<file path="src/rtl/psram_resp_pkg.sv">
// Shared definitions for the OPI PSRAM responder: FSM state encoding and OPI opcodes.
package psram_define;

  typedef enum logic [2:0] {
    PSRAM_RESP_IDLE,
    PSRAM_RESP_CMD0,
    PSRAM_RESP_CMD1,
    PSRAM_RESP_ADDR,
    PSRAM_RESP_WDATA,
    PSRAM_RESP_LAT,
    PSRAM_RESP_RDATA,
    PSRAM_RESP_ERR
  } psram_resp_state_e;

  localparam logic [7:0] PSRAM_OPI_WR_REG = 8'hC0;
  localparam logic [7:0] PSRAM_OPI_RD_REG = 8'h40;
  localparam logic [1:0] PSRAM_MODE_OPI   = 2'd2;

endpackage

</file>
<file path="src/rtl/psram_resp_sync.sv">
// Two-flop synchronizer for SCK, CE and DQ, with SCK edge and CE falling-edge detection.
module psram_resp_sync (
  input  logic       clk_i,
  input  logic       rst_n_i,
  input  logic       sck_i,
  input  logic       ce_i,
  input  logic [7:0] io_i,
  output logic       sck_edge_o,
  output logic       ce_s_o,
  output logic       ce_fall_o,
  output logic [7:0] io_s_o
);

  logic [2:0] sck_q;
  logic [2:0] ce_q;
  logic [7:0] io_q1;
  logic [7:0] io_q2;

  // CE stages reset high so a frame needs a fresh CE low after reset release
  always_ff @(posedge clk_i or negedge rst_n_i) begin
    if (!rst_n_i) begin
      sck_q <= 3'b000;
      ce_q  <= 3'b111;
      io_q1 <= 8'h00;
      io_q2 <= 8'h00;
    end else begin
      sck_q <= {sck_q[1:0], sck_i};
      ce_q  <= {ce_q[1:0], ce_i};
      io_q1 <= io_i;
      io_q2 <= io_q1;
    end
  end

  assign sck_edge_o = sck_q[1] ^ sck_q[2];
  assign ce_s_o     = ce_q[1];
  assign ce_fall_o  = ce_q[2] & ~ce_q[1];
  assign io_s_o     = io_q2;

endmodule

</file>
<file path="src/rtl/psram_resp.sv">
// OPI PSRAM device-side responder for mode-register write/read frames.
// Optional build macro PSRAM_RESP_ADDR_INC_EN enables address auto-increment bursts.
module psram_resp
  import psram_define::*;
#(
  parameter int         RD_LAT     = 5,
  parameter logic [7:0] WR_REG_CMD = PSRAM_OPI_WR_REG,
  parameter logic [7:0] RD_REG_CMD = PSRAM_OPI_RD_REG
) (
  input  logic       clk_i,
  input  logic       rst_n_i,
  input  logic       psram_sck_i,
  input  logic       psram_ce_i,
  input  logic [7:0] psram_io_in_i,
  output logic [7:0] psram_io_out_o,
  output logic [7:0] psram_io_en_o,
  output logic       psram_dqs_out_o,
  output logic       psram_dqs_en_o,
  output logic       mr_wr_o,
  output logic [7:0] mr_addr_o,
  output logic [7:0] mr_wdata_o,
  input  logic [7:0] mr_rdata_i
);

  localparam logic [7:0] LAT_LAST = 8'(2 * RD_LAT - 1);

  logic              sck_edge;
  logic              ce_s;
  logic              ce_fall;
  logic [7:0]        io_s;
  psram_resp_state_e state;
  logic [7:0]        opcode;
  logic [7:0]        cnt;
`ifdef PSRAM_RESP_ADDR_INC_EN
  logic              wr_inc_pend;
  logic              rd_reload_pend;
`endif

  psram_resp_sync u_sync (
    .clk_i      (clk_i),
    .rst_n_i    (rst_n_i),
    .sck_i      (psram_sck_i),
    .ce_i       (psram_ce_i),
    .io_i       (psram_io_in_i),
    .sck_edge_o (sck_edge),
    .ce_s_o     (ce_s),
    .ce_fall_o  (ce_fall),
    .io_s_o     (io_s)
  );

  always_ff @(posedge clk_i or negedge rst_n_i) begin
    if (!rst_n_i) begin
      state           <= PSRAM_RESP_IDLE;
      opcode          <= 8'h00;
      cnt             <= 8'h00;
      psram_io_out_o  <= 8'h00;
      psram_io_en_o   <= 8'h00;
      psram_dqs_out_o <= 1'b0;
      psram_dqs_en_o  <= 1'b0;
      mr_wr_o         <= 1'b0;
      mr_addr_o       <= 8'h00;
      mr_wdata_o      <= 8'h00;
`ifdef PSRAM_RESP_ADDR_INC_EN
      wr_inc_pend     <= 1'b0;
      rd_reload_pend  <= 1'b0;
`endif
    end else begin
      mr_wr_o <= 1'b0;
`ifdef PSRAM_RESP_ADDR_INC_EN
      // Address moves one clk after a write so the pulse sees the old address;
      // read data reloads one clk after the address moves so mr_rdata_i has settled.
      wr_inc_pend    <= 1'b0;
      rd_reload_pend <= 1'b0;
      if (wr_inc_pend) mr_addr_o <= mr_addr_o + 8'd1;
      if (rd_reload_pend) psram_io_out_o <= mr_rdata_i;
`endif
      if (ce_s) begin
        state           <= PSRAM_RESP_IDLE;
        psram_io_en_o   <= 8'h00;
        psram_dqs_en_o  <= 1'b0;
        psram_dqs_out_o <= 1'b0;
        cnt             <= 8'h00;
      end else begin
        case (state)
          PSRAM_RESP_IDLE: begin
            if (ce_fall) state <= PSRAM_RESP_CMD0;
          end
          PSRAM_RESP_CMD0: begin
            if (sck_edge) begin
              opcode <= io_s;
              state  <= PSRAM_RESP_CMD1;
            end
          end
          PSRAM_RESP_CMD1: begin
            if (sck_edge) begin
              if (io_s == opcode && (io_s == WR_REG_CMD || io_s == RD_REG_CMD)) begin
                state <= PSRAM_RESP_ADDR;
                cnt   <= 8'h00;
              end else begin
                state <= PSRAM_RESP_ERR;
              end
            end
          end
          PSRAM_RESP_ADDR: begin
            // Only the low address byte matters for mode registers
            if (sck_edge) begin
              mr_addr_o <= io_s;
              cnt       <= cnt + 8'd1;
              if (cnt == 8'd3) begin
                cnt <= 8'h00;
                if (opcode == WR_REG_CMD) begin
                  state <= PSRAM_RESP_WDATA;
                end else begin
                  state           <= PSRAM_RESP_LAT;
                  psram_dqs_en_o  <= 1'b1;
                  psram_dqs_out_o <= 1'b0;
                end
              end
            end
          end
          PSRAM_RESP_WDATA: begin
            if (sck_edge) begin
`ifdef PSRAM_RESP_ADDR_INC_EN
              mr_wdata_o  <= io_s;
              mr_wr_o     <= 1'b1;
              wr_inc_pend <= 1'b1;
`else
              if (cnt == 8'h00) begin
                mr_wdata_o <= io_s;
                mr_wr_o    <= 1'b1;
                cnt        <= 8'h01;
              end
`endif
            end
          end
          PSRAM_RESP_LAT: begin
            if (sck_edge) begin
              cnt <= cnt + 8'd1;
              if (cnt == LAT_LAST) begin
                cnt            <= 8'h00;
                psram_io_out_o <= mr_rdata_i;
                psram_io_en_o  <= 8'hFF;
                state          <= PSRAM_RESP_RDATA;
              end
            end
          end
          PSRAM_RESP_RDATA: begin
            if (sck_edge) begin
              psram_dqs_out_o <= ~psram_dqs_out_o;
`ifdef PSRAM_RESP_ADDR_INC_EN
              if (psram_dqs_out_o) begin
                mr_addr_o      <= mr_addr_o + 8'd1;
                rd_reload_pend <= 1'b1;
              end
`endif
            end
          end
          PSRAM_RESP_ERR: begin
            state <= PSRAM_RESP_ERR;
          end
          default: state <= PSRAM_RESP_IDLE;
        endcase
      end
    end
  end

endmodule

</file>
<file path="config.mk">
export PLATFORM = sky130hd
export DESIGN_NAME = psram_resp
export DESIGN_NICKNAME = d
export VERILOG_FILES = /design/src/rtl/psram_resp_pkg.sv /design/src/rtl/psram_resp_sync.sv /design/src/rtl/psram_resp.sv
export SDC_FILE = /design/constraint.sdc
export NUM_CORES = 1
export LEC_CHECK = 0
export ABC_AREA = 1
export CAP_MARGIN = 20
export CORE_AREA = 2 2 84 118
export CTS_CLUSTER_DIAMETER = 30
export DETAILED_ROUTE_END_ITERATION = 8
export DIE_AREA = 0 0 86 120
export SETUP_SLACK_MARGIN = 0.1
export SYNTH_ARGS = -nofsm -noshare
export SYNTH_HDL_FRONTEND = slang
export SYNTH_SLANG_ARGS = --single-unit
export TNS_END_PERCENT = 50
</file>
<file path="constraint.sdc">
create_clock -name clk_i -period 2.85 [get_ports clk_i]
set_clock_uncertainty 0.2 [all_clocks]
set_input_delay 0.57 -clock clk_i [delete_from_list [all_inputs] [get_ports clk_i]]
set_output_delay 0.57 -clock clk_i [all_outputs]
set_load 0.01 [all_outputs]
</file>
==> results.yml, run 1 <==
outcome:
  status: "finished, final reports clean"
placed_design:
  io_buffers: 54
  dpl.hpwl_mm: 4.641
  gp_congestion: 0.8065
  post_dp_cell_area_mm2: 0.003724
  place_inst: 497
detailed_routing:
  routed_wl_mm: 6.633
  post_drt_via_cell_ratio: 4.538
  vias: 2328
  wl_per_cell_um: 12.93
  drtPass1Iterations: 4
  initialDrtViolationCount: 134
  drc: 0
  ant_nets: 0
cells_and_area:
  fill_cells: 884
  n_antenna_cell: 0
  nets: 421
  syn2layout_area_growth_pct: 27.33
  fin_cells: 513
  finalInstanceArea_mm2: 0.004016
  drive_above_1_share: 0.1266
global_routing:
  grt_pass1_wl_mm: 11.14
  antenna_found_initial: 0
  grt_overflow: 0
  grt_pass1_vias: 2358
  grt_use_total: 0.1403
  grt_start_max_net_pins: 70
clock_network:
  cts_tree: "done"
  clkSlewWorstSetupHoldPaths_ps: 60
  htree_levels: 3
  postCtsResizedCells: 0
  clk_latency_ps: 330
  cts_setup_buffers: 0
  postCtsHoldBufs: 0
  cts_buffer_depth: 2
  numCtsBuffers: 9
  cts-root-buf: "clkbuf_16"
  cts.sinks: 69
critical_path:
  crit_arrival_ps: 1400
  r2r_cells: 6
  critPathSlowestCell: "clkdlybuf4s50_1"
  crit_chain: "clkdlybuf4s50_1"
  rr_startpoint: "u_sync.ce_q[1]"
  worstPathRequired_ps: 2080
  crit_type: "flip-flop to primary output"
  cp_max_fo: 9
  slowest_delay_ps: 600
  start_kind: "flip-flop"
  crit_buf_inv: 1
  crit_path_end: "psram_io_en_o[6]"
  crit_family: "buffers and inverters"
  critPathLaunch: "psram_io_en_o[6]"
  r2r_slack_ps: 880
  r2r-end: "mr_wdata_o[7]"
  cp-end-kind: "primary output"
  cp_num_cells: 1
logic_synthesis:
  synth-seq-area-share: 0.5486
  ys.flop_type: "dfrtp_1"
  syn_inst: 348
  ys_types: 30
  synth-edff-count: 0
  synth_fp_nets: 371
  synth_area_mm2: 0.003154
  ys_seq_elements: 69
  synthArstFlopShare: 1.000
  yosysWarnings: 0
  syn_avg_cell_area_um2: 9.064
timing:
  slew_viol_final: 0
  rsz0062_at_grt: "no"
  final_hold_viol_count: 0
  fmax_mhz: 460.0
  holdWs_ps: 53.30
  worstMarginPinSlew_ps: 681.9
  relSlewSlack: 0.5449
  period_share: 0.7628
  min_period_ps: 2174
  fin_setup_tns_ps: 0
  setup_viol_count_final: 0
floorplan:
  io_pins: 55
  die_w_um: 86
  core_mm2: 0.009301
  fp.dieArea_mm2: 0.01032
  dieHeight_um: 120
  start_util: 0.3391
  rows: 42
power:
  power_density_mw_per_mm2: 782.9
  power.leakage_uw: 0.001889
  ir_drop_uv: 431.5
job:
  max-cap-violations: 0
worst_hold_path:
  hold_path_class: "primary input to asynchronous set/reset pin"
==> sequential cells by signal, indices dropped and copies added, names as in the netlist, 8 cells and up <==
signal,count
u_sync.io_q1,8
psram_io_out_o,8
mr_addr_o,8
u_sync.io_s_o,8
opcode,8
cnt,8
mr_wdata_o,8
==> layout make-up <==
type / count / area, um2 / area share
Timing Repair Buffer: 55 / 555.5 / 0.1383
Tap cell: 110 / 137.6 / 0.03427
Clock buffer: 11 / 232.7 / 0.05794
Clock inverter: 5 / 60.06 / 0.01495
Inverter: 42 / 157.7 / 0.03925
Sequential cell: 69 / 1730 / 0.4308
Multi-Input combinational cell: 221 / 1142 / 0.2844
==> Yosys cell counts, types with 2 or more instances <==
cell type,count,area share
nand2_1,96,0.11
dfrtp_1,66,0.52
inv_1,40,0.048
nor2_1,25,0.030
nand3_1,23,0.036
o21ai_0,17,0.027
o21ai_2,16,0.044
o21ai_1,9,0.014
a21oi_1,7,0.011
buf_4,7,0.017
nand4_1,4,0.0079
buf_6,3,0.011
dfstp_2,3,0.025
ha_1,3,0.012
nor2_2,3,0.0060
xor2_1,3,0.0083
a21boi_0,2,0.0048
buf_2,2,0.0032
clkbuf_2,2,0.0032
inv_2,2,0.0024
nand2_2,2,0.0040
nand2_4,2,0.0071
nand3_2,2,0.0063
nand3_4,2,0.011
nor2_4,2,0.0071
==> worst min path at each step <==
stage / start / endpoint / slack [ps] / depth (start not counted)
floorplan: rst_n_i / cnt[0] / 70 / 0
global placement: u_sync.io_q1[3] / u_sync.io_s_o[3] / 130 / 0
detailed placement: u_sync.io_q1[3] / u_sync.io_s_o[3] / 130 / 0
CTS: rst_n_i / u_sync.io_s_o[3] / 70 / 2
global route: rst_n_i / mr_addr_o[0] / 90 / 2
finish: rst_n_i / mr_addr_o[0] / 50 / 2
==> report_power, final <==
part	internal [uW]	switching, uW	total, uW	leakage, uW
Clock	680	411	1090	0.000140
Sequential	1150	147	1300	0.000840
Combinational	335	417	752	0.000909
Total	2170	975	3140	0.00189
==> per-layer routing <==
metal | global-route usage | share of wire | up-vias
met5 | 0 | 0 | -
met4 | 0.08929 | 0.033 | 0
met3 | 0.03370 | 0.036 | 15
met2 | 0.2238 | 0.51 | 44
met1 | 0.1672 | 0.42 | 1082
li1 | - | - | 1187
==> kinds of logic (layout without fill, tap and decap cells) <==
family                     count (synthesis)  count (layout)  synth area share
adders and majority gates                  3               3           0.01190
and+or+nand+nor                          161             161            0.2301
AOI/OAI and AO/OA                         52              52            0.1039
xor gates and xnor gates                   5               5           0.01627
buffers and inverters                     58             113           0.08925
DFF                                       69              69            0.5486
==> stage by stage <==
| step | setup WS (ps) | power (uW) | utilization |
|---|---|---|---|
| 3_5_place_dp | 892.4 | 2073 | 0.4003 |
| 4_1_cts | 643.0 | 3191 | 0.4318 |
| 2_1_floorplan | 1212 | 1763 | - |
| 5_1_grt | 601.8 | 3346 | 0.4318 |
| 6_report | 676.0 | 3144 | 0.4318 |
| 3_3_place_gp | 905.1 | 2054 | 0.4003 |
==> placed cells by master (no fill, tap or decap), drive strengths merged <==
cell type,count
a21boi,2
a21oi,7
a22oi,1
buf,2
bufinv,1
clkbuf,11
clkdlybuf4s50,53
clkinv,2
clkinvlp,1
dfrtp,66
dfstp,3
ha,3
inv,43
nand2,100
nand3,27
nand4,4
nor2,30
o21ai,42
xnor2,1
xor2,4
Note: power is estimated with default switching activity, not from simulation.
==> run 2: changes to the inputs <==
clock period = 2.1 ns   (was 2.85 ns; I/O delays follow)
==> results.yml, run 2 (same netlist as run 1, synthesis figures left out) <==
global_routing:
  antenna_found_initial: 0
  grt_pass1_wl_mm: 11.22
  grt_start_max_net_pins: 29
  grt_pass1_vias: 2392
  grt_overflow: 0
  grt_use_total: 0.1401
detailed_routing:
  routed_wl_mm: 6.502
  wl_per_cell_um: 12.58
  drc: 0
  vias: 2390
  initialDrtViolationCount: 152
  ant_nets: 0
  post_drt_via_cell_ratio: 4.623
  drtPass1Iterations: 4
timing:
  final_hold_viol_count: 0
  fin_setup_tns_ps: 0
  relSlewSlack: 0.6529
  setup_viol_count_final: 0
  period_share: 0.9250
  fmax_mhz: 514.8
  slew_viol_final: 0
  setup_ws_ps: 157.5
  rsz0062_at_grt: "yes"
  min_period_ps: 1943
  worstMarginPinSlew_ps: 520.7
critical_path:
  cp_num_cells: 1
  r2r_slack_ps: 290
  crit_arrival_ps: 1320
  slowest_delay_ps: 570
  crit_path_end: "psram_io_en_o[4]"
  crit_family: "buffers and inverters"
  rr_startpoint: "cnt[0]"
  crit_chain: "clkdlybuf4s50_1"
  worstPathRequired_ps: 1480
  r2r_cells: 9
  start_kind: "flip-flop"
  cp_max_fo: 9
  crit_buf_inv: 1
  r2r-end: "cnt[4]"
  critPathLaunch: "psram_io_en_o[6]"
  critPathSlowestCell: "clkdlybuf4s50_1"
  cp-end-kind: "primary output"
  crit_type: "flip-flop to primary output"
floorplan:
  start_util: 0.3391
  rows: 42
  die_w_um: 86
  fp.dieArea_mm2: 0.01032
  io_pins: 55
  dieHeight_um: 120
  core_mm2: 0.009301
placed_design:
  dpl.hpwl_mm: 4.839
  gp_congestion: 0.8396
  io_buffers: 54
  place_ws_ps: 233.6
clock_network:
  clk_latency_ps: 330
  cts_tree: "done"
  cts.sinks: 69
  clkSlewWorstSetupHoldPaths_ps: 50
  cts_buffer_depth: 2
  numCtsBuffers: 9
  cts-root-buf: "clkbuf_16"
  htree_levels: 3
cells_and_area:
  syn2layout_area_growth_pct: 28.48
  drive_above_1_share: 0.1400
  final_util: 0.4357
  final_cell_mix: "nand2_1 (96), dfrtp_1 (65), clkdlybuf4s50_1 (53)"
  nets: 425
  layout_commonest_cell: "nand2_1"
  n_antenna_cell: 0
outcome:
  status: "finished, final reports clean"
worst_hold_path:
  hold_path_class: "flip-flop to flip-flop"
power:
  power_density_mw_per_mm2: 1034
  power.leakage_uw: 0.001910
  ir_drop_uv: 599.6
job:
  max-cap-violations: 0
==> run 2: cell type report <==
| cell class | count | area, um2 |
|---|---|---|
| inverter | 42 | 157.7 |
| clock buffer | 11 | 242.7 |
| multi-input combinational | 221 | 1147 |
| sequential | 69 | 1732 |
| tap | 110 | 137.6 |
| timing repair buffer | 59 | 600.6 |
| clock inverter | 5 | 35.03 |
| fill | 911 | 5249 |
==> run 2: report_power, final <==
| part | internal [uW] | total, uW | switching (uW) |
|---|---|---|---|
| sequential | 1570 | 1770 | 202 |
| combinational | 470 | 1030 | 562 |
| clock | 832 | 1390 | 556 |
| total | 2870 | 4190 | 1320 |
==> run 2: per-layer routing <==
| layer | routed length, um | up-vias | track usage |
|---|---|---|---|
| met5 | 0 | - | 0 |
| met4 | 195 | 0 | 0.08532 |
| met3 | 260 | 14 | 0.03301 |
| met2 | 3343 | 51 | 0.2219 |
| met1 | 2701 | 1128 | 0.1706 |
| li1 | - | 1197 | - |
==> run 2: stage by stage <==
step	area (um2)	hold WS (ps)	total power (uW)	instances
after floorplan	3154	-75.59	2393	348
after global placement	3751	133.5	2801	499
after detailed placement	3751	135.6	2819	499
after CTS	4040	149.4	4239	516
after global routing	4053	155.3	4461	517
final	4053	147.4	4189	517
==> run 2: how the worst min path moves through the flow <==
stage                                  end  cells after the start       startpoint  slack [ps]
after CTS                 u_sync.io_s_o[0]                      0  u_sync.io_q1[0]         150
after global placement    u_sync.io_s_o[3]                      0  u_sync.io_q1[3]         130
final                     u_sync.io_s_o[2]                      0  u_sync.io_q1[2]         150
after floorplan                     cnt[0]                      0          rst_n_i         -80
after detailed placement  u_sync.io_s_o[2]                      0  u_sync.io_q1[2]         140
after global routing       u_sync.sck_q[1]                      0  u_sync.sck_q[0]         160
==> run 2: timing repair <==
item / CTS / global route
pin swaps: 0 / 1
hold buffers: 1 / 0
gates resized for setup: 1 / 2
endpoints found under the hold margin: 13 / 0
buffers inserted: 0 / 1
endpoints found under the setup margin: 8 / 9
